### config.mk
export PLATFORM = sky130hd
export DESIGN_NAME = rst_seq_core
export DESIGN_NICKNAME = d
export VERILOG_FILES = /design/src/rtl/rst_seq_core.sv
export SDC_FILE = /design/constraint.sdc
export NUM_CORES = 1
export LEC_CHECK = 0
export BUFFER_PORTS_ARGS = -buffer_cell sky130_fd_sc_hd__buf_4
export CAP_MARGIN = 20
export CORE_UTILIZATION = 62
export DETAILED_ROUTE_END_ITERATION = 12
export PLACE_DENSITY = 0.81
export SETUP_SLACK_MARGIN = 0.1
export SLEW_MARGIN = 40
export SYNTH_ARGS = -nofsm -noshare
export SYNTH_HDL_FRONTEND = slang
export SYNTH_SLANG_ARGS = --single-unit
### constraint.sdc
create_clock -name i_clk -period 2.9 [get_ports i_clk]
set_input_delay 0.58 -clock i_clk [delete_from_list [all_inputs] [get_ports i_clk]]
set_output_delay 0.58 -clock i_clk [all_outputs]
set_load 0.1 [all_outputs]
### src/rtl/rst_seq_core.sv
// rtl/rst_seq_core.sv - core-domain staged reset sequencer driven by PLL lock
// Optional software reset hold (i_sw_rst, SWRST state): define RST_SEQ_SWRST_EN
module rst_seq_core #(
  parameter int NUM_STAGES         = 3,
  parameter int LOCK_STABLE_CYCLES = 16,
  parameter int STAGE_GAP_CYCLES   = 8,
  parameter int SW_RST_CYCLES      = 32
) (
  input  logic                  i_clk,
  input  logic                  i_rst,
  input  logic                  i_locked,
`ifdef RST_SEQ_SWRST_EN
  input  logic                  i_sw_rst,
`endif
  output logic [NUM_STAGES-1:0] o_rst_stage,
  output logic                  o_rst_done
);

  localparam int MAX_LG  = (LOCK_STABLE_CYCLES > STAGE_GAP_CYCLES) ? LOCK_STABLE_CYCLES : STAGE_GAP_CYCLES;
  localparam int MAX_CNT = (MAX_LG > SW_RST_CYCLES) ? MAX_LG : SW_RST_CYCLES;
  localparam int CW      = $clog2(MAX_CNT + 1);
  localparam int KW      = (NUM_STAGES > 1) ? $clog2(NUM_STAGES) : 1;

  // The RELEASE cycle itself counts toward each gap, hence the -2 terminal counts.
  localparam logic [CW-1:0] LOCK_LAST = CW'(LOCK_STABLE_CYCLES - 1);
  localparam logic [CW-1:0] GAP_LAST  = CW'((STAGE_GAP_CYCLES >= 2) ? STAGE_GAP_CYCLES - 2 : 0);
`ifdef RST_SEQ_SWRST_EN
  localparam logic [CW-1:0] SW_LAST   = CW'((SW_RST_CYCLES >= 2) ? SW_RST_CYCLES - 2 : 0);
`endif
  localparam logic [CW-1:0] CNT_MAX   = {CW{1'b1}};
  localparam logic [KW-1:0] LAST_K    = KW'(NUM_STAGES - 1);

  if (NUM_STAGES < 1 || NUM_STAGES > 8) begin : g_bad_num_stages
    $error("rst_seq_core: NUM_STAGES must be 1..8");
  end
  if (LOCK_STABLE_CYCLES < 1) begin : g_bad_lock_cycles
    $error("rst_seq_core: LOCK_STABLE_CYCLES must be >= 1");
  end
  if (STAGE_GAP_CYCLES < 1) begin : g_bad_gap_cycles
    $error("rst_seq_core: STAGE_GAP_CYCLES must be >= 1");
  end
  if (SW_RST_CYCLES < 1) begin : g_bad_sw_cycles
    $error("rst_seq_core: SW_RST_CYCLES must be >= 1");
  end

  typedef enum logic [2:0] {
    S_HOLD, S_WAIT_LOCK, S_RELEASE, S_GAP, S_RUN, S_SWRST
  } state_t;

  state_t                  state_q, state_d;
  logic [CW-1:0]           cnt_q, cnt_d, cnt_inc;
  logic [KW-1:0]           k_q, k_d;
  logic [NUM_STAGES-1:0]   stage_q, stage_d;
  logic                    done_q, done_d;
  logic [1:0]              rst_sync_q, rst_sync_d;
  logic [1:0]              lock_sync_q, lock_sync_d;
  logic                    rst_s, lock_s;

  assign rst_s   = rst_sync_q[1];
  assign lock_s  = lock_sync_q[1];
  assign cnt_inc = (cnt_q == CNT_MAX) ? cnt_q : cnt_q + CW'(1);

  always_comb begin
    rst_sync_d  = {rst_sync_q[0], 1'b0};
    lock_sync_d = {lock_sync_q[0], i_locked};
  end

  always_comb begin
    state_d = state_q;
    cnt_d   = cnt_q;
    k_d     = k_q;
    stage_d = stage_q;
    done_d  = done_q;
    case (state_q)
      S_HOLD: begin
        if (!rst_s) state_d = S_WAIT_LOCK;
      end
      S_WAIT_LOCK: begin
        if (!lock_s) begin
          cnt_d = '0;
        end else if (cnt_q == LOCK_LAST) begin
          state_d = S_RELEASE;
          k_d     = '0;
          cnt_d   = '0;
        end else begin
          cnt_d = cnt_inc;
        end
      end
      S_RELEASE: begin
        for (int i = 0; i < NUM_STAGES; i++) begin
          if (KW'(i) == k_q) stage_d[i] = 1'b0;
        end
        cnt_d = '0;
        if (k_q == LAST_K) begin
          state_d = S_RUN;
          done_d  = 1'b1;
        end else if (STAGE_GAP_CYCLES == 1) begin
          k_d = k_q + KW'(1);
        end else begin
          state_d = S_GAP;
        end
      end
      S_GAP: begin
        if (cnt_q == GAP_LAST) begin
          k_d     = k_q + KW'(1);
          state_d = S_RELEASE;
        end else begin
          cnt_d = cnt_inc;
        end
      end
      S_RUN: begin
`ifdef RST_SEQ_SWRST_EN
        if (i_sw_rst) begin
          stage_d = '1;
          done_d  = 1'b0;
          cnt_d   = '0;
          k_d     = '0;
          state_d = (SW_RST_CYCLES == 1) ? S_RELEASE : S_SWRST;
        end
`endif
      end
`ifdef RST_SEQ_SWRST_EN
      S_SWRST: begin
        if (cnt_q == SW_LAST) begin
          state_d = S_RELEASE;
          k_d     = '0;
          cnt_d   = '0;
        end else begin
          cnt_d = cnt_inc;
        end
      end
`endif
      default: state_d = S_HOLD;
    endcase
    // Lock loss beats everything once any stage may be running.
    if (!lock_s && (state_q inside {S_RELEASE, S_GAP, S_RUN, S_SWRST})) begin
      state_d = S_WAIT_LOCK;
      stage_d = '1;
      done_d  = 1'b0;
      cnt_d   = '0;
      k_d     = '0;
    end
  end

  always_ff @(posedge i_clk or posedge i_rst) begin
    if (i_rst) begin
      rst_sync_q  <= 2'b11;
      lock_sync_q <= 2'b00;
      state_q     <= S_HOLD;
      cnt_q       <= '0;
      k_q         <= '0;
      stage_q     <= '1;
      done_q      <= 1'b0;
    end else begin
      rst_sync_q  <= rst_sync_d;
      lock_sync_q <= lock_sync_d;
      state_q     <= state_d;
      cnt_q       <= cnt_d;
      k_q         <= k_d;
      stage_q     <= stage_d;
      done_q      <= done_d;
    end
  end

  assign o_rst_stage = stage_q;
  assign o_rst_done  = done_q;

endmodule

; ---- Word level (Yosys, flattened, before mapping)
; Index checks and enable logic that the tools add are counted.
[word_totals]
output_inout_bits = 4
word_cells = 73
in_bits = 3
ff_bits = 19
[classes]
n_reduce_logical = 19
addsub = 2
mux = 26
n_eq_ne = 17
[ops]
columns = operator, n
row1 = $mux W6, 5
row2 = $mux W3, 8
row3 = $pmux W6 S3, 1
row4 = $pmux W3 S5, 1
row5 = $reduce_and A2 Y1, 5
row6 = $reduce_bool A2 Y1, 5
row7 = $ne A3 B3 Y1 const B, 3
row8 = $mux W2, 4
row9 = $reduce_bool A4 Y1, 2
row10 = $add A6 B1 Y6 const B, 1
row11 = $eq A3 B2 Y1 const B, 2
row12 = $eq A3 B3 Y1 const B, 2
row13 = $eq A6 B3 Y1 const B, 1
row14 = $eq A6 B4 Y1 const B, 1
row15 = $eq A6 B6 Y1 const B, 1
row16 = $mux W1, 6
row17 = $ne A3 B2 Y1 const B, 2
row18 = $reduce_and A5 Y1, 1
row19 = $pmux W2 S2, 1
row20 = $reduce_and A4 Y1, 1
row21 = $eq A3 B1 Y1 const B, 1
row22 = $logic_not A3 Y1, 1
row23 = $reduce_bool A3 Y1, 1
row24 = $add A2 B1 Y2 const B, 1
row25 = 7 further kinds, 7

; ---- Logic depth before layout (Yosys ltp)
[depth]
depth_word = 6
depth_mapped = 8
ltp_nobuf = 7

; ---- Worst setup path after synthesis
; OpenSTA, ideal clock, no wires.
[synth_timing]
path_type = register -> register
from = reg state_q[2]
to = reg cnt_q[1]
required_time_ns = 2.774
setup_slack_ns = 1.264
path_buffers = 1
path_stages_with_launch = 8
setup_ns = 0.126
synth_period_minus_slack_ns = 1.636
arrival_time_ns = 1.510
cell_sequence = dfrtp_1 > inv_1 > ha_1 > nor2_2 > a211o_1 > buf_6 > a21boi_4 > o22ai_2
[synth_between]
elab_chain_cells = 5
elab_cells_between_ends = 12
cone_classes = 6 x eq/ne / 2 x mux / 4 x reduce/logical
[synth_lines]
columns = element, line_no
row1 = "start, declared", 50  ; state_t state_q, state_d;
row2 = "start signal, assigned", 157  ; state_q <= state_d;
row3 = $eq A3 B2 Y1 / $eq A3 B3 Y1 (equally long branches), "74, 136"
row4 = $reduce_bool A4 Y1, 136  ; if (!lock_s && (state_q inside {S_RELEASE, S_GAP, S_RUN, S_SWRST})) begin
row5 = $logic_and A1 B1 Y1, 136
row6 = $ne A3 B2 Y1 (no line) / $reduce_bool A4 Y1 (equally long branches), n/a
row7 = $reduce_and A2 Y1 (no line), n/a
row8 = "end signal, assigned", 158  ; cnt_q <= cnt_d;
row9 = "end, declared", 51  ; logic [CW-1:0] cnt_q, cnt_d, cnt_inc;
; Parallel ways exist; a longest one is shown, timed or not.
; A chain may end at the register's enable or synchronous reset.

; ---- Worst setup path in the final report
[layout_timing]
from = reg state_q[1]
to = reg cnt_q[0]
; The elaborated chain is that of the path after synthesis.

==> flow_metrics.env <==
export IMPL_cts_hold_fix_buffers=0
export IMPL_clkSinkCount=19
export IMPL_slew_limit_headroom=0.540
export IMPL_gp_congestion=0.805
export IMPL_fill_cells=115
export IMPL_hold_viol_final=0
export IMPL_cts_tree="built"
export IMPL_worst_pin_slew_ns=0.689
export IMPL_yosys_most_used_dff="dfrtp_1"
export IMPL_grt_pass1_wl_um=2960
export IMPL_placed_area_um2=1090
export IMPL_skew_ns=0.00452
export IMPL_cts_resized=0
export IMPL_drive_above_1_share=0.198
export IMPL_cts_setup_buffers=0
export IMPL_r2r_slack_ns=0.86
export IMPL_io_pins=7
export IMPL_final_common_cell="dfrtp_1"
export IMPL_crit_path_end_kind="flop"
export IMPL_critPathLaunchType="flop"
export IMPL_yosysSeqAreaShare=0.458
export IMPL_antenna_found_initial=0
export IMPL_cp_startpoint="state_q[1]"
export IMPL_power_switching_mw=0.106
export IMPL_first_global_vias=701
export IMPL_combPwrFrac=0.064
export IMPL_finalCriticalPeriod_ns=2.04
export IMPL_cts_buffers=3
export IMPL_netlist_area_um2=1050
export IMPL_final_util=0.724
export IMPL_setup_tns_final_ns=0
export IMPL_wl_um=1730
export IMPL_final_area_um2=1120
export IMPL_crit_type="reg2reg"
export IMPL_power_frac_seq=0.634
export IMPL_p_sw_frac=0.240
export IMPL_initial_core_util=0.683
export IMPL_synth_area_per_cell_um2=9.93
export IMPL_htree_levels=1
export IMPL_grt_max_degree=20
export IMPL_synth_edf_count=0
export IMPL_worstPathArrival_ns=2.23
export IMPL_drt_iter0_markers=23
export IMPL_post_route_drc_count=0
export IMPL_timing_fmax_mhz=490
export IMPL_hold_start="lock_sync_q[0]"
export IMPL_vias=766
export IMPL_ys_async_sr_fraction=1.00
export IMPL_cts_root_buffer="clkbuf_4"
export IMPL_syn_nets=115
export IMPL_die_x_um=43.2
export IMPL_final_period_utilization=0.704
export IMPL_hpwl_um=1300
export IMPL_postRouteAntennaNets=0
export IMPL_final_max_slew_viol_count=0
export IMPL_drt_pass1_iter_count=4
export IMPL_ir_worst_vdd_v=0.000369
export IMPL_insertion_delay_ns=0.29
export IMPL_grt_remaining_overflow=0
export IMPL_rsz0062_at_grt="no"
export IMPL_clockBufferDepth=2
export IMPL_hold_slack_ns=0.360
export IMPL_numPortBuffers=6
export IMPL_crit_required_ns=3.08
export IMPL_clk_pin_slew_ns=0.11
export IMPL_synth_cell_types=39
export IMPL_outcome="complete, no violations"
export IMPL_via_per_inst=6.03
export IMPL_p_leak_nw=0.502
export IMPL_synth_warnings=0
export IMPL_setup_viol=0
export IMPL_grt_use_total=0.214
export IMPL_netlist_instances=106
export IMPL_p_int_mw=0.336
export IMPL_drt_wirelength_per_cell_um=13.6
export IMPL_r2r_start="state_q[1]"
export IMPL_finalPower_mw=0.442
export IMPL_worstHoldPathType="reg2reg"
export IMPL_worst_path_max_fanout=14
export IMPL_rows=14
export IMPL_fin_nets=121
export IMPL_powerDensity_nw_per_um2=396
export IMPL_die_h_um=43.2
export IMPL_core_area_um2=1540
export IMPL_mostFrequentLayoutCells="14 x dfrtp_1, 11 x nand2_1, 10 x a21oi_1"
export IMPL_die_area_um2=1870
export IMPL_n_antenna_cell=0
export IMPL_synth_seq_cells=19
export IMPL_p_clk_frac=0.303
export IMPL_area_growth_syn_to_layout_pct=6.06
export IMPL_maxCapViolCount=0
## critical path, stage by stage (launching register included)
cell and delay (ns):
dfrtp_1 0.53, ha_1 0.41, nor2_2 0.33, a211o_1 0.34, a21boi_4 0.24, mux2i_1 0.08
## final cells by class
class | instances | area (um^2) | share of cell area
Timing Repair Buffer | 6 | 45.0 | 0.0404
Clock inverter | 1 | 7.51 | 0.00673
Tap cell | 16 | 20.0 | 0.0179
Sequential cell | 19 | 482 | 0.432
Inverter | 7 | 26.3 | 0.0235
Clock buffer | 3 | 22.5 | 0.0202
Multi-Input combinational cell | 75 | 513 | 0.460
## routing by layer
layer  part of all wire  vias up  track usage
met5                  0        -            0
met1               0.51      370        0.308
li1                   -      383            -
met3              0.030        2       0.0426
met4              0.011        0       0.0848
met2               0.45       11        0.316
## flip-flops by register name (all words and copies together) (netlist names)
signal       flops
cnt_q            6
lock_sync_q      2
rst_sync_q       2
o_rst_stage      3
state_q          3
k_q              2
o_rst_done       1
## power by group through the flow
stage / sequential (mW) / combinational (mW) / clock, mW
finish: 0.280 / 0.0281 / 0.134
global route: 0.281 / 0.0311 / 0.151
CTS: 0.280 / 0.0285 / 0.140
detailed placement: 0.285 / 0.0283 / 0
global placement: 0.285 / 0.0273 / 0
floorplan: 0.287 / 0.0179 / 0
## synthesized netlist by cell type (2+ instances only)
cell type  count  area, um^2
inv_1          7        26.3
dfrtp_1       14         350
nor2_1         3        11.3
a31oi_1        3        18.8
dfstp_2        5         131
ha_1           6        75.1
o21ai_0        3        15.0
o22ai_2        2        25.0
a21oi_1       10        50.1
a21o_1         3        22.5
nand2b_1       3        18.8
nand3_1        6        30.0
nand2_1       11        41.3
buf_2          4        20.0
and3_1         2        12.5
## per-stage QoR
step                instances  setup slack (ns)
floorplan                 106              1.26
global placement          123              1.00
detailed placement        123             0.885
CTS                       127             0.860
global route              127             0.723
finish                    127             0.857
## cells by family (layout without fill, tap and decap cells)
family                   after synthesis  in the layout  synth area share
AO/OA/AOI/OAI                         29             29             0.195
adder cells (fa/ha/maj)                6              6            0.0713
buffers and inverters                 12             17            0.0547
multiplexers                           3              3            0.0309
AND/OR/NAND/NOR                       36             36             0.187
flip-flops                            19             19             0.458
other                                  1              1           0.00356
## path summary, 6_finish.rpt
check,depth (start not counted),end
max,5,cnt_q[0]
min,0,lock_sync_q[1]
max reg2reg,5,cnt_q[0]
min reg2reg,0,lock_sync_q[1]
max in group asynchronous,2,cnt_q[5]
min in group asynchronous,2,o_rst_done
Note: power is estimated with default switching activity, not from simulation.
